**src/rtl/nss_pkg.sv**
```systemverilog
// Shared definitions for the nibble-serial subtractor: nibble width, FSM states
// and the nibble-counter width helper.
package nss_pkg;

  localparam int NIB_W = 4;

  typedef enum logic [1:0] {
    IDLE = 2'd0,
    CALC = 2'd1,
    DONE = 2'd2
  } state_t;

  // A single-nibble datapath still needs a 1-bit counter.
  function automatic int cnt_width(input int nib);
    return (nib > 1) ? $clog2(nib) : 1;
  endfunction

endpackage

```
**src/rtl/cla4_slice.sv**
```systemverilog
// 4-bit carry-lookahead adder slice; the subtractor feeds it x + ~y + ~borrow.
module cla4_slice (
  input  logic [3:0] x,
  input  logic [3:0] y,
  input  logic       ci,
  output logic [3:0] s,
  output logic       co
);

  logic [3:0] p;
  logic [3:0] g;
  logic [4:0] c;

  assign p = x ^ y;
  assign g = x & y;

  // Every carry is expanded from ci directly rather than rippled.
  assign c[0] = ci;
  assign c[1] = g[0] | (p[0] & ci);
  assign c[2] = g[1] | (p[1] & g[0]) | (p[1] & p[0] & ci);
  assign c[3] = g[2] | (p[2] & g[1]) | (p[2] & p[1] & g[0]) | (p[2] & p[1] & p[0] & ci);
  assign c[4] = g[3] | (p[3] & g[2]) | (p[3] & p[2] & g[1]) | (p[3] & p[2] & p[1] & g[0])
              | (p[3] & p[2] & p[1] & p[0] & ci);

  assign s  = p ^ c[3:0];
  assign co = c[4];

endmodule

```
**src/rtl/nibble_serial_subtractor.sv**
```systemverilog
// Multi-cycle subtractor: diff = a - b - bin, one nibble per clock, LSB nibble first,
// with a start/busy/done handshake and fully registered outputs.
module nibble_serial_subtractor
  import nss_pkg::*;
#(
  parameter int WIDTH = 16
) (
  input  logic             clk,
  input  logic             rst,
  input  logic             start,
  input  logic [WIDTH-1:0] a,
  input  logic [WIDTH-1:0] b,
  input  logic             bin,
  output logic             busy,
  output logic             done,
  output logic [WIDTH-1:0] diff,
  output logic             bout,
  output logic             ovf
);

  localparam int NIB = WIDTH / NIB_W;
  localparam int CW  = cnt_width(NIB);
  localparam logic [CW-1:0] LAST_CNT = CW'(NIB - 1);

  if ((WIDTH % NIB_W) != 0 || WIDTH < NIB_W) begin : g_width_check
    $error("nibble_serial_subtractor: WIDTH must be a positive multiple of 4");
  end

  state_t           state_q, state_d;
  logic [WIDTH-1:0] a_sh_q, a_sh_d;
  logic [WIDTH-1:0] b_sh_q, b_sh_d;
  logic [WIDTH-1:0] res_q, res_d;
  logic             borrow_q, borrow_d;
  logic [CW-1:0]    cnt_q, cnt_d;
  logic             a_msb_q, a_msb_d;
  logic             b_msb_q, b_msb_d;
  logic             busy_q, busy_d;
  logic             done_q, done_d;
  logic [WIDTH-1:0] diff_q, diff_d;
  logic             bout_q, bout_d;
  logic             ovf_q, ovf_d;

  logic [3:0]       cla_sum;
  logic             cla_co;
  logic [WIDTH-1:0] res_shift;

  cla4_slice u_cla (
    .x  (a_sh_q[3:0]),
    .y  (~b_sh_q[3:0]),
    .ci (~borrow_q),
    .s  (cla_sum),
    .co (cla_co)
  );

  // New nibble enters at the top so after NIB steps the LSB nibble sits at bit 0.
  assign res_shift = WIDTH'({cla_sum, res_q} >> NIB_W);

  // State, operand and result registers.
  always_ff @(posedge clk) begin
    if (rst) begin
      state_q  <= IDLE;
      a_sh_q   <= {WIDTH{1'b0}};
      b_sh_q   <= {WIDTH{1'b0}};
      res_q    <= {WIDTH{1'b0}};
      borrow_q <= 1'b0;
      cnt_q    <= {CW{1'b0}};
      a_msb_q  <= 1'b0;
      b_msb_q  <= 1'b0;
      busy_q   <= 1'b0;
      done_q   <= 1'b0;
      diff_q   <= {WIDTH{1'b0}};
      bout_q   <= 1'b0;
      ovf_q    <= 1'b0;
    end else begin
      state_q  <= state_d;
      a_sh_q   <= a_sh_d;
      b_sh_q   <= b_sh_d;
      res_q    <= res_d;
      borrow_q <= borrow_d;
      cnt_q    <= cnt_d;
      a_msb_q  <= a_msb_d;
      b_msb_q  <= b_msb_d;
      busy_q   <= busy_d;
      done_q   <= done_d;
      diff_q   <= diff_d;
      bout_q   <= bout_d;
      ovf_q    <= ovf_d;
    end
  end

  // Next-state and datapath control.
  always_comb begin
    state_d  = state_q;
    a_sh_d   = a_sh_q;
    b_sh_d   = b_sh_q;
    res_d    = res_q;
    borrow_d = borrow_q;
    cnt_d    = cnt_q;
    a_msb_d  = a_msb_q;
    b_msb_d  = b_msb_q;
    busy_d   = busy_q;
    done_d   = 1'b0;
    diff_d   = diff_q;
    bout_d   = bout_q;
    ovf_d    = ovf_q;

    case (state_q)
      CALC: begin
        a_sh_d   = a_sh_q >> NIB_W;
        b_sh_d   = b_sh_q >> NIB_W;
        res_d    = res_shift;
        borrow_d = ~cla_co;
        cnt_d    = cnt_q + CW'(1);
        if (cnt_q == LAST_CNT) begin
          state_d = DONE;
          busy_d  = 1'b0;
          done_d  = 1'b1;
          diff_d  = res_shift;
          bout_d  = ~cla_co;
          ovf_d   = (a_msb_q ^ b_msb_q) & (res_shift[WIDTH-1] ^ a_msb_q);
        end else begin
          busy_d = 1'b1;
        end
      end
      IDLE, DONE: begin
        if (start) begin
          state_d  = CALC;
          a_sh_d   = a;
          b_sh_d   = b;
          borrow_d = bin;
          cnt_d    = {CW{1'b0}};
          res_d    = {WIDTH{1'b0}};
          a_msb_d  = a[WIDTH-1];
          b_msb_d  = b[WIDTH-1];
          busy_d   = 1'b1;
        end else begin
          state_d = IDLE;
          busy_d  = 1'b0;
        end
      end
      default: begin
        state_d = IDLE;
        busy_d  = 1'b0;
      end
    endcase
  end

  assign busy = busy_q;
  assign done = done_q;
  assign diff = diff_q;
  assign bout = bout_q;
  assign ovf  = ovf_q;

endmodule

```
**config.mk**
```make
export PLATFORM = sky130hd
export DESIGN_NAME = nibble_serial_subtractor
export DESIGN_NICKNAME = d
export VERILOG_FILES = /design/src/rtl/nss_pkg.sv /design/src/rtl/cla4_slice.sv /design/src/rtl/nibble_serial_subtractor.sv
export SDC_FILE = /design/constraint.sdc
export NUM_CORES = 1
export LEC_CHECK = 0
export ABC_AREA = 1
export BUFFER_PORTS_ARGS = -buffer_cell sky130_fd_sc_hd__buf_4
export CORE_ASPECT_RATIO = 0.6
export CORE_MARGIN = 1
export CORE_UTILIZATION = 57
export CTS_BUF_LIST = sky130_fd_sc_hd__clkbuf_4
export CTS_CLUSTER_DIAMETER = 50
export CTS_CLUSTER_SIZE = 12
export DETAILED_ROUTE_END_ITERATION = 10
export PLACE_DENSITY = 0.91
export RECOVER_POWER = 25
export SETUP_SLACK_MARGIN = 0.3
export SLEW_MARGIN = 0
export SYNTH_ARGS = -nofsm -noshare
export SYNTH_HDL_FRONTEND = slang
export SYNTH_SLANG_ARGS = --single-unit
```
**constraint.sdc**
```tcl
create_clock -name clk -period 2.06 [get_ports clk]
set_clock_uncertainty 0.15 [all_clocks]
set_input_delay 0.309 -clock clk [delete_from_list [all_inputs] [get_ports clk]]
set_output_delay 0.309 -clock clk [all_outputs]
set_load 0.005 [all_outputs]
```
==> results of run 1 <==
worst max-delay path by stage:
| stage | startpoint | to | slack [ps] | cells past startpoint |
|---|---|---|---|---|
| after floorplan | b_sh_q[2] | ovf | 450 | 10 |
| after global placement | b_sh_q[2] | ovf | 290 | 10 |
| after detailed placement | b_sh_q[2] | ovf | 230 | 10 |
| after CTS | b_sh_q[2] | ovf | 280 | 10 |
| after global routing | state_q[0] | a_sh_q[4] | 220 | 7 |
| final | state_q[0] | a_sh_q[4] | 330 | 7 |
per-layer routing:
metal  up-vias  track usage  wire length [um]  part of all wire
met3        23       0.0893               716              0.10
met4         0        0.119               170             0.024
met2       140        0.407              3020              0.43
li1       1343            -                 -                 -
met5         -            0                 0                 0
met1      1255        0.373              3120              0.44
power by group:
group	switching [mW]	internal [mW]
clock network	0.461	0.368
logic	0.311	0.222
registers	0.0579	1.46
layout make-up:
cell class | count | area share
repair buffers | 74 | 0.160
clock inverters | 6 | 0.0143
flip-flops and latches | 71 | 0.398
clock buffers | 10 | 0.0210
well taps | 63 | 0.0220
multi-input cells | 256 | 0.365
inverters | 17 | 0.0199
what timing repair did:
action / 4_1_cts / 5_1_grt
buffers inserted: 0 / 6
gates resized for setup: 5 / 7
hold buffers: 6 / 1
hold endpoints to repair: 6 / 1
setup endpoints to repair: 26 / 49
pin swaps: 0 / 4
critical path: stages, from the launching register on:
cell	delay [ps]
dfxtp_2	390
inv_6	110
nor2_8	220
inv_2	100
nand2_8	160
buf_4	230
o21ai_1	90
a31oi_1	190
kinds of logic (layout without fill, tap and decap cells):
kind of cell | after synthesis | after routing | synth area share
xor gates and xnor gates | 2 | 2 | 0.00606
AOI/OAI and AO/OA | 89 | 89 | 0.172
DFF | 71 | 71 | 0.492
and+or+nand+nor | 159 | 159 | 0.230
buffers and inverters | 40 | 107 | 0.0719
adders and majority gates | 6 | 6 | 0.0286
cell usage in the layout, fill, tap and decap left out, drive strengths merged, types with 6 or more instances in the layout:
master and count:
nand3 19, clkbuf 30, dlygate4sd3 7, dfxtp 71
inv 17, buf 47, a21oi 32, o21ai 29
nor2 6, a31oi 24, nand2 132
sequential cells by signal (all words and copies together) (netlist names):
name,cells
state_q,2
a_sh_q,16
ovf,1
cnt_q,2
diff,16
busy,1
b_sh_q,16
a_msb_q,1
done,1
b_msb_q,1
borrow_q,1
res_q,12
bout,1
==> impl_results.md, run 1 <==
* Critical R2R Capture: a_sh_q[4]
* DRT iter0 DRCs at 341
* Slew Viols, Final at 0
* HPWL Detailed at 4620 um
* Final hold violation count at 0
* Num CTS Buffers at 9
* N_diodes at 0
* Post-synthesis cell count at about 370
* Most frequent cell after synthesis: nand2_1
* CTS Root Cell: clkbuf_4
* Worst-Skew Late Latency at just over 400 ps
* Post-synth ARST share at 0
* Tot GR Track Use at 0.276
* Placeable core area at 4710 um2
* Post-synth EDFFs at 0
* Synthesis Warnings at 0
* Vias in the first global route at about 2.4k
* RSZ-0062 raised after global routing: true
* Fin util at 0.761
* Die Span X at 93.9 um
* Worst EP required at between 2000 and 2500 ps
* Wire per inst at between 10 and 15 um
* Placed Cells at about 470
* Post-synth top area share at 0.492
* Placed Instance Area at approximately 3300 um2
* Ys flop type: dfxtp_1
* Area occupied by multi-input gates at about 1300 um2
* HP Class: in -> reg
* Via density at roughly 5.6
* CP Capture Type: flop
* Synth area leaders: dfxtp_1 49%, nand2_1 17%, a21oi_1 5.5%
* CTS Buffer Depth at 2
* Kind of critical path: reg -> reg
* Crit path max fanout at 26
* Post-route ant nets at 0
* Min Tclk post-route at 1730 ps
* Die area at 5370 um2
* Synth top cells by count: 129 x nand2_1, 71 x dfxtp_1, 32 x a21oi_1
* Max-cap violation count at 0
* Syn_area_per_cell at approximately 7.9 um2
* Setup-failing EPs final at 0
* H-tree depth at 3
* Finished Cell Area at about 3600 um2
* Sequential fraction of the synthesis area at 0.492
* Setup TNS at 0 ps
* Post-Layout Cell Count at 497
* Final period util at 0.839
* Yosys reg bits at between 70 and 80
* Worst-case reg-to-reg path depth at 7
* Max-slew headroom at 0.772
* Startpoint Class: flop
* Fill cell count at 337
* Fmax at just under 600 MHz
* Die height at about 57 um
* CTS tree: built
* Worst-margin pin slew at approximately 340 ps
* Grt ovf at 0
* HP Start: b[1]
* FF/Latch Area at ~1400 um2
* Syn Nets at roughly 410
* Hold slack at around 13 ps
* Remaining DRCs at 0
* Post-Place Setup Slack at between 200 and 250 ps
* First-pass DRT Iterations at 8
* Number of port buffers at 55
* VDD IR max at approximately 0.5 mV
* Leading area contributor after synthesis: dfxtp_1
* Reg clk slew, reported paths at approximately 110 ps
* Layout Area Growth over Synthesis at 23.9%
* R2R Path Start: state_q[0]
* Initial antenna violation count at 0
* Layout cell share with drive strength beyond 1 at 0.228
* Post-synth cell types at 25
* Worst setup margin at roughly 330 ps
* # nets final at about 470
* Leakage at approximately 1.5 nW
* Total wire length at ~7000 um
* Hold Path Depth at 3
* Initial Utilization at 0.614
* Clock Sink Count at 71
* Via count at about 2.8k
* Placer Congestion at between 0.8 and 0.9
* Largest net degree at the start of global routing at 34
* Io pins at 56
* First-pass GRT wire length at ~11,000 um
* FF-to-FF setup slack at 330 ps
* Row Count at 19
* Hold Crit Endpoint: b_sh_q[1]
* Post-Syn Area at a little under 3000 um2
* Power density cells at ~800 nW/um2
* Outcome: completed
* Crit path DAT at ~1900 ps
* Tot Pwr at about 2.9 mW
Note: power is estimated with default switching activity, not from simulation.
==> run 2, diff against run 1 <==
clock period = 1.6 ns   (was 2.06 ns; I/O delays follow)
==> run 2 against run 1 <==
Against the previous run:
- the run now fails in 5_1_grt
- synthesized cell count stayed put
- area after synthesis unchanged
==> impl_results.md, run 2 <==
* Num CTS Buffers at 9 (unchanged)
* HPWL Detailed at 4830 um (+4.5%)
* Io pins at 56 (unchanged)
* Compound-Gate Fraction of Synth Area at 0.172 (unchanged)
* Initial Utilization at 0.614 (unchanged)
* Post-synthesis mux area share at 0 (unchanged)
* H-tree depth at 3 (unchanged)
* Syn_area_per_cell at 7.87 um2 (unchanged)
* Post-synth ARST share at 0 (unchanged)
* Post-synth cell types at 25 (unchanged)
* Crit. endpoint post-GRT repair: ovf$_SDFFE_PP0P_/D
* Synth top cells by count: 129 x nand2_1, 71 x dfxtp_1, 32 x a21oi_1
* Ys flop type: dfxtp_1
* Placed Cells at 471 (+0.64%)
* Synth Area in Adders at 0.0286 (unchanged)
* Sequential fraction of the synthesis area at 0.492 (unchanged)
* Placer Congestion at 0.884 (+5.0%)
* Die height at 57.1 um (unchanged)
* Syn Nets at 409 (unchanged)
* Row Count at 19 (unchanged)
* Post-Syn Area at 2890 um2 (unchanged)
* Post-synthesis cell count at 367 (unchanged)
* Synth Area in XOR/XNOR at 0.00606 (unchanged)
* Largest net degree at the start of global routing at 40
* Exit stage: 5_1_grt
* CTS Buffer Depth at 2 (unchanged)
* Die Span X at 93.9 um (unchanged)
* Leading area contributor after synthesis: dfxtp_1
* Synthesis Warnings at 0 (unchanged)
* Yosys reg bits at 71 (unchanged)
* Stop Error: [ERROR DPL-0038] Utilization greater than 100%, impossible to legalize
* Outcome: stopped before the end
* Clock Sink Count at 71 (unchanged)
* Number of port buffers at 55 (unchanged)
* Synth area leaders: dfxtp_1 49%, nand2_1 17%, a21oi_1 5.5%
* Worst endpoint type: register data pin
* Main combinational cell family by area after synthesis: simple AND/OR/NAND/NOR gates
* Most frequent cell after synthesis: nand2_1
* Post-synth top area share at 0.492 (unchanged)
* Post-Synth Simple-Gate Area at 0.230 (unchanged)
* Post-synth EDFFs at 0 (unchanged)
* CTS Root Cell: clkbuf_4
==> run 2: cell families after synthesis <==
logic type,after synthesis
and+or+nand+nor,159
adders and majority gates,6
xor gates and xnor gates,2
DFF,71
AOI/OAI and AO/OA,89
buffers and inverters,40
==> run 2: stage by stage <==
stage          hold slack [ps]  worst slack (ps)  instance area (um2)
2_1_floorplan              239               179                 2980
3_3_place_gp               301               115                 3430
3_5_place_dp               307              66.8                 3430
4_1_cts                   34.1               102                 4600
==> run 2: repair_timing <==
action                                 4_1_cts
setup endpoints to repair                   73
gates cloned                                 8
buffers inserted                            19
hold buffers                                35
pin swaps                                   22
endpoints found under the hold margin       39
resized for setup                           76
==> run 3, diff against run 2 <==
CORE_ASPECT_RATIO = unset   (was 0.6)
CORE_UTILIZATION = 40   (was 57)
CTS_BUF_LIST = unset   (was sky130_fd_sc_hd__clkbuf_4)
CTS_CLUSTER_DIAMETER = unset   (was 50)
CTS_CLUSTER_SIZE = unset   (was 12)
PLACE_DENSITY = unset   (was 0.91)
PLACE_DENSITY_LB_ADDON = 0.15   (was unset)
SETUP_SLACK_MARGIN = unset   (was 0.3)
==> run 3 against run 2 <==
Against the previous run:
- the run now ends clean
==> impl_results.md, run 3 (synthesized netlist as in run 1, its figures left out) <==
* Post-Place Setup Slack at -45.8 ps (-113 ps)
* Worst-Skew Late Latency at 340 ps
* Die height at 87.0 um (+52%)
* Number of port buffers at 55 (unchanged)
* Vias in the first global route at approximately 2.4k
* Worst-margin pin slew at approximately 270 ps
* Met3 GRT Util at 0.0540
* H-tree depth at 3 (unchanged)
* Worst EP required at 1700 ps
* Net Switching at 1.10 mW
* Reg clk slew, reported paths at ~70 ps
* Min Tclk post-route at approximately 1600 ps
* Tot GR Track Use at 0.191
* Power density cells at 1050 nW/um2
* CP Capture Type: flop
* Final hold violation count at 0
* Kind of critical path: reg -> reg
* Row Count at 30 (+11)
* Worst setup margin at roughly 11 ps
* Leakage at approximately 1.6 nW
* Internal at around 2.8 mW
* Clock Sink Count at 71 (unchanged)
* First-pass DRT Iterations at 4
* Outcome: completed
* Combinational Power Share at 0.195
* RSZ-0062 raised after global routing: true
* Final period util at 0.993
* Slew Viols, Final at 0
* Initial antenna violation count at 0
* Crit path DAT at 1680 ps
* Crit path max fanout at 5
* Total wire length at 6710 um
* Finished Cell Area at about 3700 um2
* Sequential Power Share at 0.499
* Post-route ant nets at 0
* GR peak layer: met2
* HPWL Detailed at 4460 um (-7.6%)
* Setup-failing EPs final at 0
* Via density at roughly 4.9
* VDD IR max at ~0.51 mV
* Placed Cells at 504 (+7.0%)
* Placeable core area at about 7000 um2
* Clk pwr share at 0.307
* Layout cell share with drive strength beyond 1 at 0.259
* Most frequent cells in the layout: 124 x nand2_1, 68 x dfxtp_1, 43 x buf_4, 30 x a21oi_1, 25 x o21ai_1
* First-pass GRT wire length at ~11,000 um
* Met2 usage at 0.287
* CTS Root Cell: clkbuf_8
* Die Span X at 87.0 um (-7.4%)
* CTS Buffer Depth at 2 (unchanged)
* Most common cell after layout, fill and taps aside: nand2_1
* Layout Area Growth over Synthesis at 28.6%
* Initial Utilization at 0.421 (-0.193)
* Grt ovf at 0
* Tot Pwr at 3.91 mW
* Max-slew headroom at 0.821
* Fmax at around 630 MHz
* Die area at ~7600 um2
* Max-cap violation count at 0
* Num CTS Buffers at 9 (unchanged)
* Wire per inst at approximately 13 um
* Remaining DRCs at 0
* Met1 usage at 0.269
* CTS tree: built
* Post-Layout Cell Count at ~530
* Fin util at 0.541
* Placer Congestion at 0.834 (-5.7%)
* Largest net degree at the start of global routing at 49
* Io pins at 56 (unchanged)
* N_diodes at 0
* DRT iter0 DRCs at 164
* HP Class: in -> reg
* # nets final at 467
* Via count at approximately 2.6k
* Startpoint Class: flop
* Switch share at 0.281
* Placed Instance Area at 3380 um2 (-1.5%)
run 3: area by class of cell:
class | count | area, um2
clock buffers | 14 | 153
clock inverters | 1 | 5.00
fillers | 678 | 3150
inverters | 17 | 71.3
multi-input cells | 256 | 1380
flip-flops and latches | 71 | 1430
well taps | 96 | 120
repair buffers | 70 | 566
run 3: worst paths after layout:
path | start | end | slack (ps) | cells past startpoint
max | b_sh_q[2] | ovf | 10 | 10
min | b[13] | b_sh_q[13] | 20 | 3
max reg2reg | b_sh_q[2] | ovf | 10 | 10
min reg2reg | a_sh_q[15] | a_sh_q[15] | 310 | 2
run 3: critical path, stage by stage, from the launching register on:
cell	delay [ps]
dfxtp_2	340
inv_2	40
ha_4	260
buf_6	90
nand4_1	160
nand2_2	140
nand2_4	80
nand3_2	90
nand3_2	60
nand2_2	60
inv_1	30
run 3: routing by layer:
layer / vias up / routed length, um
li1: 1336 / -
met1: 1198 / 3330
met2: 44 / 2990
met3: 9 / 297
met4: 0 / 89
met5: - / 0
run 3: per-stage QoR:
step                setup TNS, ps  hold WS (ps)
global route                 -265          8.22
floorplan                       0           239
global placement            -19.8           298
finish                          0          16.3
CTS                             0          1.62
detailed placement          -86.5           305
run 3: what timing repair did:
item,4_1_cts,5_1_grt
hold buffers,3,0
resized for setup,11,18
buffers inserted,2,1
pin swaps,4,9
endpoints found under the setup margin,5,10
hold endpoints to repair,3,0
run 3: power groups by stage:
stage	clock [mW]	combinational [mW]	sequential, mW
detailed placement	0	0.607	1.98
finish	1.20	0.760	1.95
CTS	1.23	0.684	1.94
floorplan	0	0.443	1.96
global route	1.31	0.844	1.96
global placement	0	0.597	1.98
==> run 4, diff against run 3 <==
ABC_AREA = unset   (was 1)
CTS_CLUSTER_DIAMETER = 100   (was unset)
MAX_ROUTING_LAYER = met4   (was unset)
==> run 4 against run 3 <==
Against the previous run:
- the run now ends with setup timing left
- maximum frequency is 16% lower
- design area up 11%
- first-iteration DRC count is 46% lower
- clock-buffer cell count fell by 5
- critical path type unchanged
- die area is 2.9% higher
- wire length rose by 5.7%
- worst hold slack improved by 2.8 ps
- global-route usage up 0.15 points
- largest cell class is now multi-input combinational cells
- sequential power hardly changed
- register-to-register slack got worse by 310 ps
- combinational power increased by 28%
- total power grew 17%
==> impl_results.md, run 4 <==
* Worst EP required at 1710 ps (about the same)
* Worst setup margin at -302 ps (-313 ps)
* Total wire length at 7080 um (+5.7%)
* CP Capture Type: flop
* Crit path max fanout at 3 (-2)
* Fmax at 526 MHz (-16%)
* Tot GR Track Use at 0.193 (+0.00148)
* Row Count at 31 (+3.3%)
* Final period util at 1.19 (+0.196)
* Net Switching at 1.27 mW (+16%)
* Hold Path Depth at 3 (unchanged)
* Vias in the first global route at 2,271 (-4.3%)
* Startpoint Class: flop
* Yosys reg bits at 71 (unchanged)
* Clock Sink Count at 71 (unchanged)
* Most frequent cells in the layout: 66 x dfxtp_1, 65 x buf_4, 50 x nor2_1, 39 x nand2_1, 25 x mux2i_1
* Reg clk slew, reported paths at 80 ps (about the same)
* Max-cap violation count at 0 (unchanged)
* Io pins at 56 (unchanged)
* Final hold violation count at 0 (unchanged)
* Die area at 7790 um2 (+2.9%)
* Via density at 4.96 (+0.73%)
* Syn Nets at 355 (-13%)
* Crit path DAT at 2010 ps (+330 ps)
* DRT iter0 DRCs at 89 (-46%)
* CTS tree: built
* HPWL Detailed at 4490 um (+0.67%)
* Placeable core area at 7210 um2 (+5.0%)
* Sequential Power Share at 0.426 (-0.073)
* Grt ovf at 0 (unchanged)
* Clk pwr share at 0.360 (+0.053)
* HP Class: in -> reg
* Worst-case reg-to-reg path depth at 7 (-3)
* First-pass GRT wire length at 11,100 um (+0.19%)
* Largest net degree at the start of global routing at 30 (-39%)
* CTS Buffer Depth at 2 (unchanged)
* Post-Syn Area at 2980 um2 (+3.0%)
* RSZ-0062 raised after global routing: true
* Outcome: complete, but fails checks
* Setup TNS at -1270 ps (-1270 ps)
* Setup-failing EPs final at 13 (+13)
* Post-synth ARST share at 0 (unchanged)
* Leakage at 1.64 nW (+5.0%)
* Failing checks: setup timing
* Internal at 3.28 mW (+17%)
* Die Span X at 88.2 um (+1.4%)
* H-tree depth at 3 (unchanged)
* First-pass DRT Iterations at 4 (unchanged)
* # nets final at 434 (-7.1%)
* Syn_area_per_cell at 9.51 um2 (+21%)
* Post-synth top area share at 0.478 (-0.0143)
* Worst-Skew Late Latency at 340 ps (about the same)
* Synthesis Warnings at 0 (unchanged)
* Layout Area Growth over Synthesis at 39.0%
* Die height at 88.2 um (+1.4%)
* Power density cells at 1100 nW/um2 (+4.8%)
* Placer Congestion at 0.773 (-7.2%)
* Switch share at 0.279 (-0.00183)
* Max-slew headroom at 0.694 (-0.127)
* Post-synth cell types at 32 (+28%)
* Tot Pwr at 4.56 mW (+17%)
* Worst-margin pin slew at 459 ps (+191 ps)
* Sequential fraction of the synthesis area at 0.478 (-0.0143)
* Initial Utilization at 0.412 (-0.00817)
* Most common cell after layout, fill and taps aside: dfxtp_1
* Post-synthesis cell count at 313 (-15%)
* Remaining DRCs at 0 (unchanged)
* Synth top cells by count: 71 x dfxtp_1, 52 x nor2_1, 40 x nand2_1
* Num CTS Buffers at 9 (unchanged)
* Via count at 2,462 (-4.8%)
* Layout cell share with drive strength beyond 1 at 0.388 (+0.129)
* Ys flop type: dfxtp_1
* Kind of critical path: reg -> reg
* Synth area leaders: dfxtp_1 48%, a211oi_2 8.4%, mux2i_1 8.4%
* Wire per inst at 14.3 um (+12%)
* Most frequent cell after synthesis: dfxtp_1
* Post-synth EDFFs at 0 (unchanged)
* Post-route ant nets at 0 (unchanged)
* Leading area contributor after synthesis: dfxtp_1
* Min Tclk post-route at 1900 ps (+313 ps)
* N_diodes at 0 (unchanged)
* CTS Root Cell: clkbuf_8
* Initial antenna violation count at 0 (unchanged)
* Slew Viols, Final at 0 (unchanged)
* Combinational Power Share at 0.213 (+0.018)
* Number of port buffers at 55 (unchanged)
* VDD IR max at 0.698 mV (+36%)
[run 4: changes by cell type after synthesis, moves of 9 or more]
cell / change
nand2_1: -89
o21ai_1: -25
mux2i_1: +25
a21oi_1: -9
nor2_1: +47
a22oi_1: +19
a211oi_2: +18
nand3_1: -19
a31oi_1: -24
[run 4: layout make-up]
type,instances,area [um2]
repair buffers,94,823
multi-input cells,211,1510
well taps,99,124
fillers,671,3080
clock inverters,7,105
flip-flops and latches,71,1430
inverters,5,18.8
clock buffers,9,124
[run 4: final timing paths]
check | startpoint | slack (ps) | to
worst max-delay path | b_sh_q[0] | -300 | ovf
worst min-delay path | a[14] | 20 | a_sh_q[14]
worst max register to register | b_sh_q[0] | -300 | ovf
worst min register to register | diff[0] | 300 | diff[0]
[run 4: critical path, cell delays in order (launching register included)]
cell and delay [ps]:
dfxtp_2 340, inv_2 50, ha_4 240, nor2b_4 160
o2111a_1 220, a211oi_2 50, or3b_1 350, a311oi_1 250
[run 4: metal layers]
layer  up-vias  wire length (um)  GRT usage
met5         -                 0          -
met4         0                95     0.0792
met2        56              3140      0.272
li1       1241                 -          -
met3        10               350     0.0392
met1      1155              3500      0.267
[run 4: power by group through the flow]
stage	registers, mW	clock network [mW]	logic (mW)
2_1_floorplan	1.96	0	0.521
3_3_place_gp	1.98	0	0.761
3_5_place_dp	1.98	0	0.768
4_1_cts	1.94	1.67	0.898
5_1_grt	1.96	1.76	1.05
6_report	1.94	1.64	0.972
[run 4: cell families after synthesis]
family	count (synthesis)	share of synthesized area
muxes	25	0.0841
DFF	71	0.478
and+or+nand+nor	104	0.143
xor gates and xnor gates	1	0.00294
adders and majority gates	6	0.0278
buffers and inverters	31	0.0563
AOI/OAI and AO/OA	75	0.208
[run 4: per-stage QoR]
stage                     std cells  worst slack, ps  hold WS, ps  area, um2   util
after detailed placement        465             -327          298       3620  0.502
after global routing            496             -383         31.2       4140  0.573
after global placement          465             -286          296       3620  0.502
after CTS                       489             -282         1.13       4020  0.557
after floorplan                 313             -252          249       3000      -
final                           496             -302         19.2       4140  0.573
[run 4: what timing repair did]
item / CTS / global route
hold buffers: 5 / 0
endpoints found under the hold margin: 5 / 0
pin swaps: 4 / 5
resized for setup: 17 / 10
setup buffers: 2 / 6
cloned: 1 / 2
endpoints found under the setup margin: 21 / 32
